## src/rtl/store_checker_pkg.sv

```systemverilog
// Shared definitions for the data-memory store checker.
//   status_e : verdict / FSM state encoding, which is also the value on the status port
//              (00 RUN, 01 PASS, 10 FAIL, 11 TIMEOUT)
//   IDX_W    : width of an expected-table index (table holds up to 16 entries)
//   CNT_W    : width of match_cnt (must be able to hold 16)
package store_checker_pkg;

   typedef enum logic [1:0] {
      ST_RUN     = 2'b00,
      ST_PASS    = 2'b01,
      ST_FAIL    = 2'b10,
      ST_TIMEOUT = 2'b11
   } status_e;

   localparam int MAX_EXP = 16;
   localparam int IDX_W   = 4;
   localparam int CNT_W   = 5;

endpackage

```

## src/rtl/store_match_table.sv

```systemverilog
// Combinational compare of one store against the table of expected stores.
//   addr, data : the store being classified
//   mask       : entries already consumed (used only when ORDERED==0)
//   idx        : next entry expected (used only when ORDERED==1)
//   hit        : the store matches an eligible entry
//   hit_idx    : index of that entry (lowest eligible index on duplicates)
module store_match_table
   import store_checker_pkg::*;
#(
   parameter int                         WIDTH    = 32,
   parameter int                         NUM_EXP  = 2,
   parameter logic [NUM_EXP*WIDTH-1:0]   EXP_ADDR = {32'd84, 32'd84},
   parameter logic [NUM_EXP*WIDTH-1:0]   EXP_DATA = {32'd7, 32'd7},
   parameter int                         ORDERED  = 1
) (
   input  logic [WIDTH-1:0]   addr,
   input  logic [WIDTH-1:0]   data,
   input  logic [NUM_EXP-1:0] mask,
   input  logic [IDX_W-1:0]   idx,
   output logic               hit,
   output logic [IDX_W-1:0]   hit_idx
);

   always_comb begin
      hit     = 1'b0;
      hit_idx = '0;
      if (ORDERED != 0) begin
         // Only the entry at the current index is eligible.
         for (int i = 0; i < NUM_EXP; i++) begin
            if (idx == IDX_W'(i) &&
                addr == EXP_ADDR[i*WIDTH +: WIDTH] &&
                data == EXP_DATA[i*WIDTH +: WIDTH]) begin
               hit     = 1'b1;
               hit_idx = IDX_W'(i);
            end
         end
      end else begin
         // Scan downwards so the lowest unconsumed duplicate is the one reported.
         for (int i = NUM_EXP - 1; i >= 0; i--) begin
            if (!mask[i] &&
                addr == EXP_ADDR[i*WIDTH +: WIDTH] &&
                data == EXP_DATA[i*WIDTH +: WIDTH]) begin
               hit     = 1'b1;
               hit_idx = IDX_W'(i);
            end
         end
      end
   end

endmodule

```

## config.mk

```make
export PLATFORM = sky130hd
export DESIGN_NAME = store_match_table
export DESIGN_NICKNAME = d
export VERILOG_FILES = /design/src/rtl/store_checker_pkg.sv /design/src/rtl/store_match_table.sv
export SDC_FILE = /design/constraint.sdc
export NUM_CORES = 1
export LEC_CHECK = 0
export ABC_AREA = 1
export CAP_MARGIN = 10
export CORE_ASPECT_RATIO = 1.1
export CORE_MARGIN = 4
export CORE_UTILIZATION = 18
export DETAILED_ROUTE_END_ITERATION = 6
export PLACE_DENSITY = 0.93
export SYNTH_ARGS = -nofsm -noshare
export SYNTH_HDL_FRONTEND = slang
export SYNTH_SLANG_ARGS = --single-unit
```

## constraint.sdc

```tcl
create_clock -name vclk -period 1.29
set_input_delay 0.1935 -clock vclk [all_inputs]
set_output_delay 0.1935 -clock vclk [all_outputs]
set_load 0.05 [all_outputs]
```

* Yosys cells after proc, flatten, opt, wreduce, memory -nomap -nowiden
Cells that the tools add are included.
** Storage, ports and cells
- Logic and storage cells :: 11
- Output and inout bits :: 5
- Register bits :: 0
** Cells by class
- Equal/unequal tests :: 3
- Muxes and demuxes :: 3
- Reduce and logical (&&, ||, !) cells :: 5
** Operators with widths (number)
- == test 32 x 3 -> 1 bit, second input constant :: 1
- == test 32 x 7 -> 1 bit, second input constant :: 1
- == test 4 x 1 -> 1 bit, second input constant :: 1
- logical AND 1 bit :: 4
- logical NOT 4 bit :: 1
- two-way mux 1 bit :: 3

* Longest topological paths before layout
- Depth in word-level cells :: 5
- Depth in mapped cells :: 8

* Least setup slack after synthesis
Ideal clock, no wire load.
- Path kind :: input to output
- From :: input port data[31]
- To :: output port hit
- Arrival :: 1.268 ns
- Slack :: -0.171 ns
- Stages on the path :: 7
- Cell sequence :: nor2_1 nand2_1 nor2_1 nand2_1 nor2_1 nand2_1 nor2_1
** On the way
- Word-level cells in the longest chain between the ends :: 4
- Elaborated cells between the ends (all ways) :: 5
- Those cells by class :: eq/ne: 1; mux: 2; reduce/logical: 2
** Ends and longest elaborated chain
- start, declared :: line store_match_table.sv:17 : input logic [WIDTH-1:0] data,
- == test 32 x 3 -> 1 bit *
- logical AND 1 bit :: line store_match_table.sv:31 : addr == EXP_ADDR[i*WIDTH +: WIDTH] &&
- two-way mux 1 bit :: line store_match_table.sv:30 : if (idx == IDX_W'(i) &&
- two-way mux 1 bit * :: line store_match_table.sv:30
- end, declared :: line store_match_table.sv:20 : output logic hit,
Every way passes the cells marked *; elsewhere a longest branch is shown, timed or not.

* Final worst setup path
- From :: input port idx[1]
- To :: output port hit_idx[0]
** On the way
- Word-level cells in the longest chain between the ends :: 4
** Ends and longest elaborated chain
- start, declared :: line store_match_table.sv:19 : input logic [IDX_W-1:0] idx,
- == test 4 x 1 -> 1 bit :: line store_match_table.sv:30
- logical AND 1 bit :: line store_match_table.sv:30
- logical AND 1 bit :: line store_match_table.sv:31
- two-way mux 1 bit :: line store_match_table.sv:30
- end, declared :: line store_match_table.sv:21 : output logic [IDX_W-1:0] hit_idx
No other way between the ends.

==> results.cfg <==
[drt]
via_per_inst = 4.12
routed_wl_um = 1590
routedWlPerCell_um = 9.81
drc = 0
first_pass_iters = 1
drtAntennaViolNets = 0
vias = 668
drtIter0Drc = 0

[grt]
grt_max_degree = 3
grt_pass1_vias = 657
track_usage = 0.121
antenna_found_initial = 0
overflow = 0
grt_pass1_wl_um = 2350

[synth]
ys_warn_count = 0
synth_area_leaders = nor2_1 (52%), nand2_1 (25%), inv_1 (8.7%)
synth_cells = 76
synth_compound_area_frac = 0
ys_seq_area_frac = 0
synth_top_area_frac = 0.521
syn_avg_cell_area_sq_um = 3.98
synth_fa_ha_area_frac = 0
synthesis.area_sq_um = 303
synthSimpleGateAreaFrac = 0.826
yosysUniqueCellTypes = 7
synthMuxAreaShare = 0
synth_top_family_by_area = simple AND/OR/NAND/NOR gates
yosysTopAreaCell = nor2_1
synth_xor_area_frac = 0

[place]
gp_congestion = 0.635
dp.final_hpwl_um = 1430
post_dp_cell_area_sq_um = 1030
pre_cts_ws_ns = -0.403
io_buffers = 70

[floorplanning]
initial_core_util = 0.192
fp.coreArea_sq_um = 1580
die_area_sq_um = 2400
chipHeight_um = 51.0
rows = 15
num_io_pins = 75
die_w_um = 47.1

[setup_path]
path_cells = clkdlybuf4s50_1 -> inv_1 -> nand4_1 -> nor2_4 -> buf_12
critPathSlowestCell = clkdlybuf4s50_1
start_kind = input port
critPathArrivalTime_ns = 1.11
cp_max_fo = 2
end_kind = output pin
worst_ep_required_time_ns = 1.10
critical_path.max_stage_delay_ns = 0.40
critPathTopFamily = buffers and inverters
cp_num_buf_inv = 3
worstSetupPathType = in -> out

[finish]
nClkBuffers = 0
multi_input_area_sq_um = 319
num-fill-cells = 176
stdcell_area_sq_um = 880
design.seq.count = 0
layout-drive-gt1-share = 0.586
regArea_sq_um = 0
diodes = 0
nNetsFinal = 217
areaGrowthSynthToFinish_pct = 190

[sta]
finalWorstPathRequiredPeriod_ns = 1.30
final.period_utilization = 1.01
rsz0062_at_grt = true
max_freq_mhz = 766
setup-violations-final = 1
fin_ws_ns = -0.0147
slew_viol_final = 0
hold_viol_final = 0

[power_and_ir_drop]
peakVddDrop_uv = 115
p_leak_uw = 0.000444
power.density_nw_per_um2 = 237

[worst_hold_path]
min_path_type = in -> out

[status]
status = finished, violations left
violations = negative setup slack

[run]
drv_cap = 0

[clocking]
holdBufCountCts = 0
final cells by class:
cell class | instances | share of cell area
Multi-Input combinational cell | 68 | 0.363
Timing Repair Buffer | 70 | 0.583
Inverter | 7 | 0.0299
Tap cell | 17 | 0.0242
path summary, 6_finish.rpt:
check	slack, ns	endpoint	from	cells after the start
worst min-delay path	0.94	hit_idx[0]	addr[10]	9
worst max-delay path	-0.01	hit_idx[0]	idx[1]	5
cells in the final DEF, fill, tap and decap left out, drive strengths merged:
cell           instances
nand2                 20
buf                   66
conb                   3
nor2                  42
nand4                  2
clkdlybuf4s50          4
inv                    7
nand3                  1
layer usage:
layer / global-route usage / part of all wire / vias up
met5: 0 / 0 / -
met4: 0 / 0 / 0
met3: 0.0246 / 0.19 / 0
met2: 0.251 / 0.49 / 47
met1: 0.123 / 0.31 / 264
li1: - / - / 357
metrics by stage:
stage          hold slack, ns  power (uW)  utilization  std cells  setup TNS (ns)
2_1_floorplan           0.641        58.9            -         78          -0.342
3_3_place_gp             1.08         255        0.653        162          -0.747
3_5_place_dp             1.09         259        0.653        162          -0.790
4_1_cts                 0.963         191        0.511        162         -0.0317
5_1_grt                  1.01         229        0.558        162          -0.165
6_report                0.942         209        0.558        162         -0.0147
what timing repair did:
| action | in CTS | in global routing |
|---|---|---|
| pin swaps | 62 | 17 |
| setup endpoints to repair | 2 | 2 |
| resized for setup | 215 | 19 |
| setup buffers | 0 | 0 |
cells by family (layout without fill, tap and decap cells):
kind of cell,Yosys count,after routing
simple gates,65,65
other cells,1,3
buf+inv,10,77
power by group:
part           total, uW  internal, uW  switching (uW)  leakage [uW]
registers              0             0               0             0
clock network          0             0               0             0
logic                209           132            76.8      0.000444
cells in the mapped netlist (all sizes together):
| master | instances |
|---|---|
| inv | 7 |
| nand2 | 20 |
| nor2 | 42 |
| nand3 | 1 |
| buf | 3 |
| conb | 1 |
| nand4 | 2 |
Power figures use the tool's default switching activity.
